[src/rtl/btn_pkg.sv]
// Shared types and helpers for the push-button debounce block.
package btn_pkg;

  typedef enum logic [1:0] {
    IDLE        = 2'd0,
    PRESS_CHK   = 2'd1,
    HELD        = 2'd2,
    RELEASE_CHK = 2'd3
  } btn_state_t;

  // Convert a duration in milliseconds into clock cycles at freq Hz.
  function automatic int unsigned ms_to_cycles(input int unsigned freq, input int unsigned ms);
    return (freq / 32'd1000) * ms;
  endfunction

endpackage

[src/rtl/sync_2ff.sv]
// Generic two-flop synchronizer for asynchronous single-bit board inputs.
module sync_2ff #(
  parameter logic RST_VAL = 1'b0
) (
  input  logic clk,
  input  logic rst_n,
  input  logic d,
  output logic q
);

  logic meta;

  // Two-stage capture; reset loads the input's inactive level.
  always_ff @(posedge clk) begin
    if (!rst_n) begin
      meta <= RST_VAL;
      q    <= RST_VAL;
    end else begin
      meta <= d;
      q    <= meta;
    end
  end

endmodule

[src/rtl/btn_toggle_debounce.sv]
// Debounces a raw button into a level, press/release/long pulses and a toggle.
module btn_toggle_debounce
  import btn_pkg::*;
#(
  parameter int unsigned FREQUENCE   = 27_000_000,
  parameter int unsigned DEBOUNCE_MS = 20,
  parameter int unsigned LONG_MS     = 1000,
  parameter bit          ACTIVE_LOW  = 1'b1
) (
  input  logic clk,
  input  logic rst_n,
  input  logic btn_in,
  output logic btn_state,
  output logic press_pulse,
  output logic release_pulse,
  output logic long_pulse,
  output logic toggle
);

  // DB_CYCLES must be >= 2 and LONG_CYCLES must exceed DB_CYCLES.
  localparam int unsigned DB_CYCLES   = ms_to_cycles(FREQUENCE, DEBOUNCE_MS);
  localparam int unsigned LONG_CYCLES = ms_to_cycles(FREQUENCE, LONG_MS);
  localparam int unsigned DB_W        = (DB_CYCLES > 1) ? $clog2(DB_CYCLES) : 1;
  localparam int unsigned HOLD_W      = (LONG_CYCLES > 1) ? $clog2(LONG_CYCLES) : 1;
  localparam logic [DB_W-1:0]   DB_LAST   = DB_W'(DB_CYCLES - 1);
  localparam logic [HOLD_W-1:0] HOLD_LAST = HOLD_W'(LONG_CYCLES - 1);
  localparam logic RELEASED_LVL = ACTIVE_LOW ? 1'b1 : 1'b0;

  btn_state_t        state;
  logic              btn_sync;
  logic              pressed_s;
  logic [DB_W-1:0]   db_cnt;
  logic [HOLD_W-1:0] hold_cnt;
  logic [HOLD_W-1:0] hold_next;
  logic              long_hit;
  logic              long_fired;

  sync_2ff #(
    .RST_VAL(RELEASED_LVL)
  ) u_sync (
    .clk  (clk),
    .rst_n(rst_n),
    .d    (btn_in),
    .q    (btn_sync)
  );

  // Normalise polarity so 1 always means pressed.
  assign pressed_s = ACTIVE_LOW ? ~btn_sync : btn_sync;

  // Saturating hold counter step and one-shot long-press detect.
  always_comb begin
    hold_next = hold_cnt;
    long_hit  = 1'b0;
    if (hold_cnt == HOLD_LAST) begin
      long_hit = ~long_fired;
    end else begin
      hold_next = hold_cnt + HOLD_W'(1);
    end
  end

  // Debounce state machine with registered level, pulses and toggle.
  always_ff @(posedge clk) begin
    if (!rst_n) begin
      state         <= IDLE;
      db_cnt        <= '0;
      hold_cnt      <= '0;
      long_fired    <= 1'b0;
      btn_state     <= 1'b0;
      press_pulse   <= 1'b0;
      release_pulse <= 1'b0;
      long_pulse    <= 1'b0;
      toggle        <= 1'b0;
    end else begin
      press_pulse   <= 1'b0;
      release_pulse <= 1'b0;
      long_pulse    <= 1'b0;
      case (state)
        IDLE: begin
          if (pressed_s) begin
            state  <= PRESS_CHK;
            db_cnt <= '0;
          end
        end
        PRESS_CHK: begin
          if (!pressed_s) begin
            state <= IDLE;
          end else if (db_cnt == DB_LAST) begin
            state       <= HELD;
            press_pulse <= 1'b1;
            btn_state   <= 1'b1;
            hold_cnt    <= '0;
            long_fired  <= 1'b0;
          end else begin
            db_cnt <= db_cnt + DB_W'(1);
          end
        end
        HELD: begin
          hold_cnt <= hold_next;
          if (long_hit) begin
            long_pulse <= 1'b1;
            long_fired <= 1'b1;
          end
          if (!pressed_s) begin
            state  <= RELEASE_CHK;
            db_cnt <= '0;
          end
        end
        RELEASE_CHK: begin
          if (!pressed_s && (db_cnt == DB_LAST)) begin
            // Release wins over a coincident long detect to keep pulses exclusive.
            state         <= IDLE;
            release_pulse <= 1'b1;
            btn_state     <= 1'b0;
            if (!long_fired) begin
              toggle <= ~toggle;
            end
          end else begin
            hold_cnt <= hold_next;
            if (long_hit) begin
              long_pulse <= 1'b1;
              long_fired <= 1'b1;
            end
            if (pressed_s) begin
              state <= HELD;
            end else begin
              db_cnt <= db_cnt + DB_W'(1);
            end
          end
        end
        default: state <= IDLE;
      endcase
    end
  end

endmodule

[config.mk]
export PLATFORM = sky130hd
export DESIGN_NAME = btn_toggle_debounce
export DESIGN_NICKNAME = d
export VERILOG_FILES = /design/src/rtl/btn_pkg.sv /design/src/rtl/sync_2ff.sv /design/src/rtl/btn_toggle_debounce.sv
export SDC_FILE = /design/constraint.sdc
export NUM_CORES = 1
export LEC_CHECK = 0
export ABC_AREA = 1
export BUFFER_PORTS_ARGS = -buffer_cell sky130_fd_sc_hd__buf_2
export CORE_ASPECT_RATIO = 0.7
export CORE_MARGIN = 8
export CORE_UTILIZATION = 70
export CTS_BUF_LIST = sky130_fd_sc_hd__clkbuf_8
export DETAILED_ROUTE_END_ITERATION = 7
export HOLD_SLACK_MARGIN = 0.05
export PLACE_DENSITY = 0.88
export REMOVE_ABC_BUFFERS = 1
export SLEW_MARGIN = 20
export SYNTH_ARGS = -nofsm -noshare
export SYNTH_HDL_FRONTEND = slang
export SYNTH_SLANG_ARGS = --single-unit
export TNS_END_PERCENT = 10
[constraint.sdc]
create_clock -name clk -period 2.9 [get_ports clk]
set_input_delay 0.58 -clock clk [delete_from_list [all_inputs] [get_ports clk]]
set_output_delay 0.58 -clock clk [all_outputs]
set_load 0.02 [all_outputs]
==> flow_summary.yaml <==
outcome:
  outcome: "finished, final reports clean"
route:
  detail_route.iter0.violations: 418
  route.detailed.drc: 0
  detail_route.vias_per_cell: 5.78
  detailroute.via_count: 3637
  final_antenna_net_count: 0
  detail_route.wirelength_um: 8610
  drt_first_pass_iters: 5
  avgRoutedWirePerCell_um: 13.7
clock_network:
  clk_pin_slew_worst_paths_ps: 100
  master_cell_of_the_clock_root_buffer: "sky130_fd_sc_hd__clkbuf_8"
  clock_latency_ps: 310
  htreeDepth: 2
  cts.path.max_buffers: 2
  tritoncts_num_sinks: 55
  cts_made_buffers: 5
  cts_hold_buf: 0
  post-cts-setup-buffer-count: 0
  cts_resized: 0
  cts_tree: "done"
synthesis:
  avg_synthesized_cell_area_um2: 6.35
  postSynth.topFlopCell: "sky130_fd_sc_hd__dfxtp_1"
  yosys_warnings: 0
  synth_top_cells_by_area: "sky130_fd_sc_hd__dfxtp_1 31%, sky130_fd_sc_hd__nand2_1 17%, sky130_fd_sc_hd__nor2_1 9.1%"
  synth_cell_types: 32
  synth.cell_area_um2: 3580
  postSynthCellCount: 563
  number_of_synthesized_flops_with_an_enable_pin: 0
  netlist.top_cell.by_area: "sky130_fd_sc_hd__dfxtp_1"
  yosysMostFrequentCell: "sky130_fd_sc_hd__nand2_1"
  synthDominantCellAreaShare: 0.308
  most_frequent_cells_after_synthesis: "160 x sky130_fd_sc_hd__nand2_1, 87 x sky130_fd_sc_hd__nor2_1, 55 x sky130_fd_sc_hd__dfxtp_1"
  synth_seq_area_share: 0.308
  synth_async_sr_flop_share: 0
  postSynthRegisterBits: 55
sta:
  maxClockFrequency_ghz: 0.401
  worst-slew-pin-transition_ps: 470
  maxSlewHeadroom: 0.684
  final_hold_viol_count: 0
  worst_slack_ps: 404
  grt_setup_unrepaired: "no"
  setup-violations-final: 0
  slew_viol_final: 0
  finalHoldWorstSlack_ps: 424
  min_period_over_period: 0.861
  final.min_clock_period_ps: 2500
  worst_clk_skew_ps: 11.6
layout:
  syn2layout_area_growth_pct: 3.01
  layout.core_utilization: 0.758
  register_containing_the_most_flip_flops_in_the_final_layout: "hold_cnt"
  n_antenna_cell: 0
  largestRegisters: "hold_cnt: 25 flops, db_cnt: 20 flops, state: 2 flops"
  drive_gt1_frac: 0.121
  layout.filler_cells: 401
  num-nets-final: 565
  number_of_flip_flops_in_the_largest_register: 25
floorplanning:
  total_die_area_um2: 7690
  core_region_area_um2: 4860
  start_util: 0.736
  dieHeight_um: 75.8
  top_level_ports: 8
  fp-row-count: 21
  chipWidth_um: 101
worst_hold_path:
  holdCritPathClass: "reg2reg"
place:
  dpl_worst_slack_ps: 482
  portBuffers: 7
  globalplace.congestion: 1.01
  detailedPlacementHpwl_um: 6230
worst_setup_path:
  worst_ep_required_time_ps: 3150
  timing.critical_path.to_type: "flip-flop"
  critical_path.max_fanout: 22
  worst_setup_path_start_kind: "flip-flop"
  crit_type: "reg2reg"
  crit_arrival_ps: 2740
pwr:
  reported_net_switching_power_mw: 0.282
  peakVddDrop_mv: 0.276
  cellLeakagePower_nw: 1.16
  internal_power_mw: 1.02
  clock_power_share: 0.392
  combPwrFrac: 0.024
  power_per_cell_area_nw_per_um2: 353
  pwr-share-seq: 0.584
  swShare: 0.218
grt:
  grt_pass1_wl_um: 14200
  grt_antenna_before_repair: 0
  vias_in_the_first_global_route: 3176
  globalRouteTotalUtil: 0.229
  overflow: 0
  pin_count_of_the_biggest_net_entering_global_routing: 34
run:
  cap_violations: 0
[metrics by stage]
stage	TNS, ps	std cells	total power [mW]	area (um^2)
after floorplan	-2200	540	0.793	3410
after global placement	0	622	0.806	3580
after detailed placement	0	622	0.806	3580
after CTS	0	629	1.30	3680
after global routing	0	629	1.33	3680
final	0	629	1.30	3680
[worst max-delay path: stages (launching register included)]
cell	delay (ps)
sky130_fd_sc_hd__dfxtp_1	440
sky130_fd_sc_hd__ha_1	360
sky130_fd_sc_hd__nand3_2	130
sky130_fd_sc_hd__nor2_4	210
sky130_fd_sc_hd__inv_2	50
sky130_fd_sc_hd__nor2_2	110
sky130_fd_sc_hd__nand2_2	80
sky130_fd_sc_hd__nand2_2	70
sky130_fd_sc_hd__nand2_2	240
sky130_fd_sc_hd__nand2_1	460
sky130_fd_sc_hd__nand2_1	150
sky130_fd_sc_hd__a21oi_2	130
[path summary, 6_finish.rpt]
| check | from | endpoint | slack (ps) | depth (start not counted) |
|---|---|---|---|---|
| min | u_sync.meta | u_sync.q | 420 | 1 |
| max reg2reg | hold_cnt[0] | hold_cnt[9] | 400 | 11 |
| min reg2reg | u_sync.meta | u_sync.q | 420 | 1 |
| max | hold_cnt[0] | hold_cnt[9] | 400 | 11 |
[power groups by stage]
| stage | Sequential [mW] | Combinational [mW] | Clock [mW] |
|---|---|---|---|
| 6_report | 0.759 | 0.0307 | 0.509 |
| 4_1_cts | 0.759 | 0.0301 | 0.511 |
| 3_5_place_dp | 0.776 | 0.0301 | 0 |
| 5_1_grt | 0.759 | 0.0330 | 0.538 |
| 3_3_place_gp | 0.776 | 0.0296 | 0 |
| 2_1_floorplan | 0.775 | 0.0172 | 0 |
[final cells by class]
cell class | instances | area [um^2] | area share
multi-input combinational | 436 | 2130 | 0.577
tap | 69 | 86.3 | 0.0234
timing repair buffer | 13 | 80.1 | 0.0217
clock buffer | 5 | 68.8 | 0.0187
clock inverter | 2 | 37.5 | 0.0102
sequential | 55 | 1100 | 0.299
inverter | 49 | 184 | 0.0499
[cell usage in the layout (no fill, tap or decap)]
master	n
sky130_fd_sc_hd__nand3_2	17
sky130_fd_sc_hd__nand3_1	50
sky130_fd_sc_hd__buf_2	7
sky130_fd_sc_hd__o21bai_1	7
sky130_fd_sc_hd__ha_1	2
sky130_fd_sc_hd__dfxtp_1	55
sky130_fd_sc_hd__or2_2	4
sky130_fd_sc_hd__nand2_2	6
sky130_fd_sc_hd__nand3b_1	1
sky130_fd_sc_hd__inv_2	2
sky130_fd_sc_hd__clkbuf_8	5
sky130_fd_sc_hd__nand2_1	160
sky130_fd_sc_hd__clkinvlp_4	1
sky130_fd_sc_hd__bufinv_16	1
sky130_fd_sc_hd__nor2_1	87
sky130_fd_sc_hd__a21oi_1	36
sky130_fd_sc_hd__nand4_1	12
sky130_fd_sc_hd__xor2_1	7
sky130_fd_sc_hd__nor3_2	2
sky130_fd_sc_hd__nor2_4	2
sky130_fd_sc_hd__nor2_2	4
sky130_fd_sc_hd__inv_1	47
sky130_fd_sc_hd__xnor2_1	2
sky130_fd_sc_hd__o211ai_1	1
sky130_fd_sc_hd__buf_4	6
sky130_fd_sc_hd__nor3_1	11
sky130_fd_sc_hd__o21ai_1	1
sky130_fd_sc_hd__a21oi_2	11
sky130_fd_sc_hd__o21ai_0	13
[metal layers]
metal / vias to the layer above / track usage / wire length [um]
li1: 1797 / - / -
met1: 1633 / 0.323 / 3950
met2: 199 / 0.338 / 3530
met3: 8 / 0.0502 / 1070
met4: 0 / 0.0673 / 68
met5: - / 0 / 0
[cells by family (layout without fill, tap and decap cells)]
family / count (synthesis) / in the layout / synth area share
and+or+nand+nor: 356 / 356 / 0.452
buffers and inverters: 72 / 69 / 0.0976
AOI/OAI and AO/OA: 69 / 69 / 0.114
DFF: 55 / 55 / 0.308
xor gates and xnor gates: 9 / 9 / 0.0220
adders and majority gates: 2 / 2 / 0.00700
(Power assumes the default switching activity.)
